**config.mk**
```make
export PLATFORM = sky130hd
export DESIGN_NAME = lcd_burst_arbiter
export DESIGN_NICKNAME = d
export VERILOG_FILES = /design/src/rtl/lcd_pkg.sv /design/src/rtl/lcd_out_stage.sv /design/src/rtl/lcd_burst_arbiter.sv
export SDC_FILE = /design/constraint.sdc
export NUM_CORES = 1
export LEC_CHECK = 0
export CORE_ASPECT_RATIO = 1.2
export CORE_MARGIN = 4
export CORE_UTILIZATION = 47
export DETAILED_ROUTE_END_ITERATION = 12
export PLACE_DENSITY = 0.9
export SYNTH_ARGS = -nofsm -noshare
export SYNTH_HDL_FRONTEND = slang
export SYNTH_SLANG_ARGS = --single-unit
```
**constraint.sdc**
```tcl
create_clock -name clk -period 2.4 [get_ports clk]
set_input_delay 0.48 -clock clk [delete_from_list [all_inputs] [get_ports clk]]
set_output_delay 0.48 -clock clk [all_outputs]
set_load 0.01 [all_outputs]
```
**src/rtl/lcd_pkg.sv**
```systemverilog
// Shared definitions for the LCD burst arbiter.
//   arb_state_e : arbitration FSM encoding (IDLE / XFER / GAP)
//   owner_e     : which requester currently owns, or last owned, the byte path
//   LCD_BYTE_W  : width of one LCD byte
package lcd_pkg;

  localparam int LCD_BYTE_W = 8;

  typedef enum logic [1:0] {
    IDLE = 2'd0,
    XFER = 2'd1,
    GAP  = 2'd2
  } arb_state_e;

  typedef enum logic {
    OWN_BRD = 1'b0,
    OWN_STS = 1'b1
  } owner_e;

endpackage

```
**src/rtl/lcd_out_stage.sv**
```systemverilog
// One-entry registered output buffer between the arbiter and LCD_control.
// Ports:
//   clk, rst_n            : clock, asynchronous active-low reset
//   in_valid / in_data    : byte offered by the arbiter (already gated by in_ready)
//   in_ready              : buffer can take a byte this cycle
//   out_data / out_valid  : registered byte towards LCD_control
//   out_ready             : LCD_control takes the byte this cycle (en_tran)
//   empty_next            : buffer will be empty after this clock edge
module lcd_out_stage
  import lcd_pkg::*;
(
  input  logic                  clk,
  input  logic                  rst_n,
  input  logic                  in_valid,
  input  logic [LCD_BYTE_W-1:0] in_data,
  output logic                  in_ready,
  output logic [LCD_BYTE_W-1:0] out_data,
  output logic                  out_valid,
  input  logic                  out_ready,
  output logic                  empty_next
);

  logic                  valid_q, valid_d;
  logic [LCD_BYTE_W-1:0] data_q, data_d;

  // A new byte may enter while the current one leaves, giving one byte per cycle.
  assign in_ready = !valid_q || out_ready;

  always_comb begin
    valid_d = valid_q;
    data_d  = data_q;
    if (in_valid && in_ready) begin
      valid_d = 1'b1;
      data_d  = in_data;
    end else if (out_ready) begin
      valid_d = 1'b0;
    end
  end

  assign empty_next = !valid_d;
  assign out_data   = data_q;
  assign out_valid  = valid_q;

  always_ff @(posedge clk or negedge rst_n) begin
    if (!rst_n) begin
      valid_q <= 1'b0;
      data_q  <= '0;
    end else begin
      valid_q <= valid_d;
      data_q  <= data_d;
    end
  end

endmodule

```
**src/rtl/lcd_burst_arbiter.sv**
```systemverilog
// Burst arbiter sharing the LCD byte path between the board and status renderers.
// Grants whole bursts of BURST_LEN bytes round-robin, forwards bytes through a
// one-entry output stage and idles GAP_CYCLES after every burst.
// Ports:
//   brd_* / sts_*        : requester handshakes (req, data, valid, ready, grant, done)
//   lcd_data(_valid)     : byte stream to LCD_control
//   lcd_en_tran          : LCD_control takes the current byte
//   busy                 : FSM not in IDLE
//   aborted              : one-cycle pulse when a burst ended early
module lcd_burst_arbiter
  import lcd_pkg::*;
#(
  parameter int BURST_LEN  = 64,
  parameter int GAP_CYCLES = 4,
  parameter int CNT_W      = 7
) (
  input  logic                  clk,
  input  logic                  rst_n,
  input  logic                  brd_req,
  input  logic [LCD_BYTE_W-1:0] brd_data,
  input  logic                  brd_valid,
  output logic                  brd_ready,
  output logic                  brd_grant,
  output logic                  brd_done,
  input  logic                  sts_req,
  input  logic [LCD_BYTE_W-1:0] sts_data,
  input  logic                  sts_valid,
  output logic                  sts_ready,
  output logic                  sts_grant,
  output logic                  sts_done,
  output logic [LCD_BYTE_W-1:0] lcd_data,
  output logic                  lcd_data_valid,
  input  logic                  lcd_en_tran,
  output logic                  busy,
  output logic                  aborted
);

  localparam int GAP_W = (GAP_CYCLES > 1) ? $clog2(GAP_CYCLES + 1) : 1;
  localparam logic [GAP_W-1:0] GAP_LOAD = GAP_W'(GAP_CYCLES - 1);
  localparam logic [CNT_W-1:0] CNT_LOAD = CNT_W'(BURST_LEN);

  arb_state_e       state_q, state_d;
  owner_e           owner_q, owner_d;
  owner_e           last_owner_q, last_owner_d;
  logic [CNT_W-1:0] cnt_q, cnt_d;
  logic [GAP_W-1:0] gap_q, gap_d;
  logic             abort_q, abort_d;
  logic             brd_done_q, brd_done_d;
  logic             sts_done_q, sts_done_d;
  logic             aborted_q, aborted_d;

  logic                  owner_req, sel_valid, take, stage_ready, stage_empty_next;
  logic                  finish, abort_end;
  logic [LCD_BYTE_W-1:0] sel_data;

  assign owner_req = (owner_q == OWN_STS) ? sts_req   : brd_req;
  assign sel_valid = (owner_q == OWN_STS) ? sts_valid : brd_valid;
  assign sel_data  = (owner_q == OWN_STS) ? sts_data  : brd_data;

  // Once the owner's req has dropped (now or earlier) nothing more is taken.
  assign take = (state_q == XFER) && (cnt_q != '0) && owner_req && !abort_q && stage_ready;

  assign brd_ready = take && (owner_q == OWN_BRD);
  assign sts_ready = take && (owner_q == OWN_STS);
  assign brd_grant = (state_q == XFER) && (owner_q == OWN_BRD);
  assign sts_grant = (state_q == XFER) && (owner_q == OWN_STS);
  assign busy      = (state_q != IDLE);
  assign brd_done  = brd_done_q;
  assign sts_done  = sts_done_q;
  assign aborted   = aborted_q;

  lcd_out_stage u_out_stage (
    .clk        (clk),
    .rst_n      (rst_n),
    .in_valid   (take && sel_valid),
    .in_data    (sel_data),
    .in_ready   (stage_ready),
    .out_data   (lcd_data),
    .out_valid  (lcd_data_valid),
    .out_ready  (lcd_en_tran),
    .empty_next (stage_empty_next)
  );

  // Leaving XFER looks at the buffer state after this edge, so the cycle that
  // drains the last byte is also the last XFER cycle (BURST_LEN + 1 in total).
  assign finish    = (state_q == XFER) && stage_empty_next && (cnt_q == '0);
  assign abort_end = (state_q == XFER) && stage_empty_next && !finish && (abort_q || !owner_req);

  always_comb begin
    state_d      = state_q;
    owner_d      = owner_q;
    last_owner_d = last_owner_q;
    cnt_d        = cnt_q;
    gap_d        = gap_q;
    abort_d      = abort_q;
    brd_done_d   = 1'b0;
    sts_done_d   = 1'b0;
    aborted_d    = 1'b0;
    case (state_q)
      IDLE: begin
        if (brd_req || sts_req) begin
          if (brd_req && sts_req)
            owner_d = (last_owner_q == OWN_STS) ? OWN_BRD : OWN_STS;
          else
            owner_d = brd_req ? OWN_BRD : OWN_STS;
          cnt_d   = CNT_LOAD;
          abort_d = 1'b0;
          state_d = XFER;
        end
      end
      XFER: begin
        if (take && sel_valid)
          cnt_d = cnt_q - CNT_W'(1);
        if (!owner_req)
          abort_d = 1'b1;
        if (finish || abort_end) begin
          state_d      = GAP;
          gap_d        = GAP_LOAD;
          last_owner_d = owner_q;
          brd_done_d   = finish && (owner_q == OWN_BRD);
          sts_done_d   = finish && (owner_q == OWN_STS);
          aborted_d    = abort_end;
        end
      end
      GAP: begin
        if (gap_q == '0)
          state_d = IDLE;
        else
          gap_d = gap_q - GAP_W'(1);
      end
      default: state_d = IDLE;
    endcase
  end

  always_ff @(posedge clk or negedge rst_n) begin
    if (!rst_n) begin
      state_q      <= IDLE;
      owner_q      <= OWN_BRD;
      last_owner_q <= OWN_STS;
      cnt_q        <= '0;
      gap_q        <= '0;
      abort_q      <= 1'b0;
      brd_done_q   <= 1'b0;
      sts_done_q   <= 1'b0;
      aborted_q    <= 1'b0;
    end else begin
      state_q      <= state_d;
      owner_q      <= owner_d;
      last_owner_q <= last_owner_d;
      cnt_q        <= cnt_d;
      gap_q        <= gap_d;
      abort_q      <= abort_d;
      brd_done_q   <= brd_done_d;
      sts_done_q   <= sts_done_d;
      aborted_q    <= aborted_d;
    end
  end

endmodule

```
==> summary.md <==
| Metric | Value |
|---|---|
| Placed Instances | `208` |
| Worst setup EP type | `output pin` |
| Seq cells post-synth | `27` |
| Top post-synthesis cells by area | `dfrtp_1 (45%), mux2_2 (7.0%), mux2_1 (5.4%), ha_1 (3.5%), mux2i_1 (3.5%)` |
| Worst-path clk slew | `140 ps` |
| Highest net fanout along the worst path | `2` |
| Vias per cell | `5.41` |
| Fin Clk Skew | `0.904 ps` |
| Post-synth EDFFs | `0` |
| CP Data Required Time | `1920 ps` |
| Max Cap Viol | `0` |
| Worst-margin pin slew | `639 ps` |
| Die width | `58.7 µm` |
| Largest net degree at the start of global routing | `28` |
| CP Launch Type | `flop` |
| Final setup vio count | `1` |
| Via Count | `1184` |
| Residual DRC | `0` |
| CTS tree | `done` |
| Wire length of the first global-routing pass | `5710 µm` |
| WP data arrival | `1920 ps` |
| Share of cells above drive strength 1 | `23.8%` |
| Fmax | `416 MHz` |
| PortBufs | `39` |
| Clock buffer count from CTS | `3` |
| Starting Density | `50.5%` |
| Area delta synth->final | `39.8%` |
| Initial antenna violation count | `0` |
| Critical path class | `flop to output pin` |
| Synth top area share | `44.9%` |
| Pwr Density | `1200 mW/mm²` |
| Stages on the worst setup path | `5` |
| Worst Setup SP | `cnt_q[4]` |
| Worst R2R Start | `cnt_q[4]` |
| Slowest stage cell, crit path | `or4_4` |
| Ant diodes | `0` |
| Yosys warns | `0` |
| Hold Buf Count CTS | `0` |
| Crit-path leading delay family | `simple AND/OR/NAND/NOR gates` |
| Synth unique cells | `38` |
| Critical path, cell by cell | `or4_4, o311ai_4, buf_6, nor4_4, buf_2` |
| TritonRoute pass-1 iters | `4` |
| Fin crit share | `100%` |
| Final cell count without fillers | `219` |
| Worst Setup EP | `brd_ready` |
| GR Util All Layers | `18.6%` |
| Post-Syn Nets | `158` |
| CTS max path bufs | `2` |
| Die Height | `68.8 µm` |
| Leakage power figure | `0.921 nW` |
| Worst skew pair latency | `320 ps` |
| Worst hold path class | `input port to async pin` |
| Reg2reg path depth | `6` |
| Max incr delay on CP | `560 ps` |
| Die area | `0.00404 mm²` |
| R2r setup slk | `150 ps` |
| Final Max Tran Viols | `0` |
| Sequential element share of the synthesized area | `46.8%` |
| Synth Cell Area | `0.00145 mm²` |
| Max VDD drop | `0.878 mV` |
| Min Clock Period, post-route | `2400 ps` |
| Vias in the first global route | `1264` |
| DRT antenna net count | `0` |
| Worst R2R End | `u_out_stage.out_data[6]` |
| Most frequent cell after synthesis | `dfrtp_1` |
| Asr flop ratio synth | `100%` |
| Ports | `40` |
| Syn Area/Cell | `11.1 µm²` |
| Unrepaired setup endpoints after global routing | `yes` |
| Most frequent cells after synthesis | `dfrtp_1 (26), nand2_1 (11), mux2_2 (9), inv_1 (8), mux2_1 (7)` |
| Syn Inst Count | `131` |
| CP Buf/Inv Count | `2` |
| Status | `finished with violations` |
| DRT Wirelength | `3460 µm` |
| Clk sink count | `27` |
| CTS root buf | `clkbuf_4` |
| Fin nets | `213` |
| Post-synth top flop | `dfrtp_1` |
| DR iter-0 viols | `27` |
| H-tree Lvls | `1` |
| Total power | `0.00243 W` |
| Rel. slew slack | `57.3%` |
| Post-DP HPWL | `2600 µm` |
| Hold Violations, Final | `0` |
| Cell taking the most area after synthesis | `dfrtp_1` |
| Core ar. | `0.00286 mm²` |
| Violated checks | `negative setup slack` |
| Final worst slack | `-1.69 ps` |
| Placement Rows | `21` |
| Global route overflow | `0` |
| Routed wire per std cell | `15.8 µm` |
| Routability Congestion | `0.756` |
timing repair:
item | CTS | global route
pin swaps | 2 | 4
buffers inserted | 6 | 1
endpoints found under the hold margin | 0 | 0
endpoints found under the setup margin | 2 | 2
gates resized for setup | 11 | 5
power breakdown:
| group | internal, W | leakage (nW) | total, W | switching, W |
|---|---|---|---|---|
| Sequential | 0.000652 | 0.336 | 0.000827 | 0.000175 |
| Combinational | 0.000755 | 0.571 | 0.00141 | 0.000651 |
| Clock | 0.0000650 | 0.0150 | 0.000193 | 0.000128 |
| Total | 0.00147 | 0.921 | 0.00243 | 0.000954 |
per-layer routing:
| metal | wire length [µm] | GRT usage (%) | vias up |
|---|---|---|---|
| li1 | - | - | 569 |
| met1 | 1340 | 20.1 | 575 |
| met2 | 1880 | 35.8 | 32 |
| met3 | 163 | 2.98 | 8 |
| met4 | 72 | 7.93 | 0 |
| met5 | 0 | 0 | - |
metrics by stage:
| step | setup TNS (ps) | util [%] | hold WS (ps) | instance area [µm²] | setup slack, ps |
|---|---|---|---|---|---|
| 2_1_floorplan | 0 | - | 184 | 1450 | 479 |
| 3_3_place_gp | -256 | 66.9 | 473 | 1920 | -135 |
| 3_5_place_dp | -315 | 66.9 | 481 | 1920 | -188 |
| 4_1_cts | -7.41 | 69.3 | 509 | 1980 | -7.41 |
| 5_1_grt | -111 | 70.6 | 528 | 2020 | -57.0 |
| 6_report | -1.69 | 70.6 | 506 | 2020 | -1.69 |
area by class of cell:
type / count / area (µm²)
fill: 203 / 841
multi-input combinational: 91 / 739
sequential: 27 / 677
timing repair buffer: 55 / 508
tap: 34 / 42.5
inverter: 8 / 30.0
clock buffer: 4 / 26.3
cells in the final DEF (no fill, tap or decap), drive strengths merged:
cell / instances
a21oi: 2
nor3b: 1
buf: 18
o21ai: 7
clkdlybuf4s50: 37
and2b: 1
dfstp: 1
mux2: 17
mux2i: 5
nand2: 11
ha: 4
clkbuf: 4
nor2b: 4
and3: 1
or2: 3
dfrtp: 26
nand2b: 5
nor2: 6
nor4: 4
inv: 8
or4: 2
a31oi: 2
or4b: 1
or3: 3
o21a: 2
nor3: 5
o31a: 3
o311ai: 2
worst min path at each step:
stage                                   end  slack (ps)  depth (start not counted)
global placement    u_out_stage.out_data[2]         470                          1
CTS                              state_q[1]         510                          2
floorplan                           abort_q         180                          0
global route                     state_q[1]         530                          2
detailed placement  u_out_stage.out_data[1]         480                          1
finish                             cnt_q[3]         510                          2
cell families after synthesis:
group,Yosys count,synth area share (%)
multiplexers,22,16.9
AND/OR/NAND/NOR,47,18.5
adder cells (fa/ha/maj),4,3.46
AO/OA/AOI/OAI,18,10.1
flip-flops,27,46.8
buffers and inverters,13,4.23
state kept, by name, summed over array words and instances, names as in the netlist:
| signal | flops |
|---|---|
| state_q | 2 |
| gap_q | 3 |
| last_owner_q | 1 |
| brd_done | 1 |
| owner_q | 1 |
| cnt_q | 7 |
| u_out_stage.out_data | 8 |
| u_out_stage.out_valid | 1 |
| sts_done | 1 |
| aborted | 1 |
| abort_q | 1 |
worst reg2reg max path: stages (launching register included):
cell      delay [ps]
dfrtp_1          410
or4_4            560
o311ai_4         280
buf_6            160
buf_4            160
or3_4            230
mux2_1           350
(Power assumes the default switching activity.)
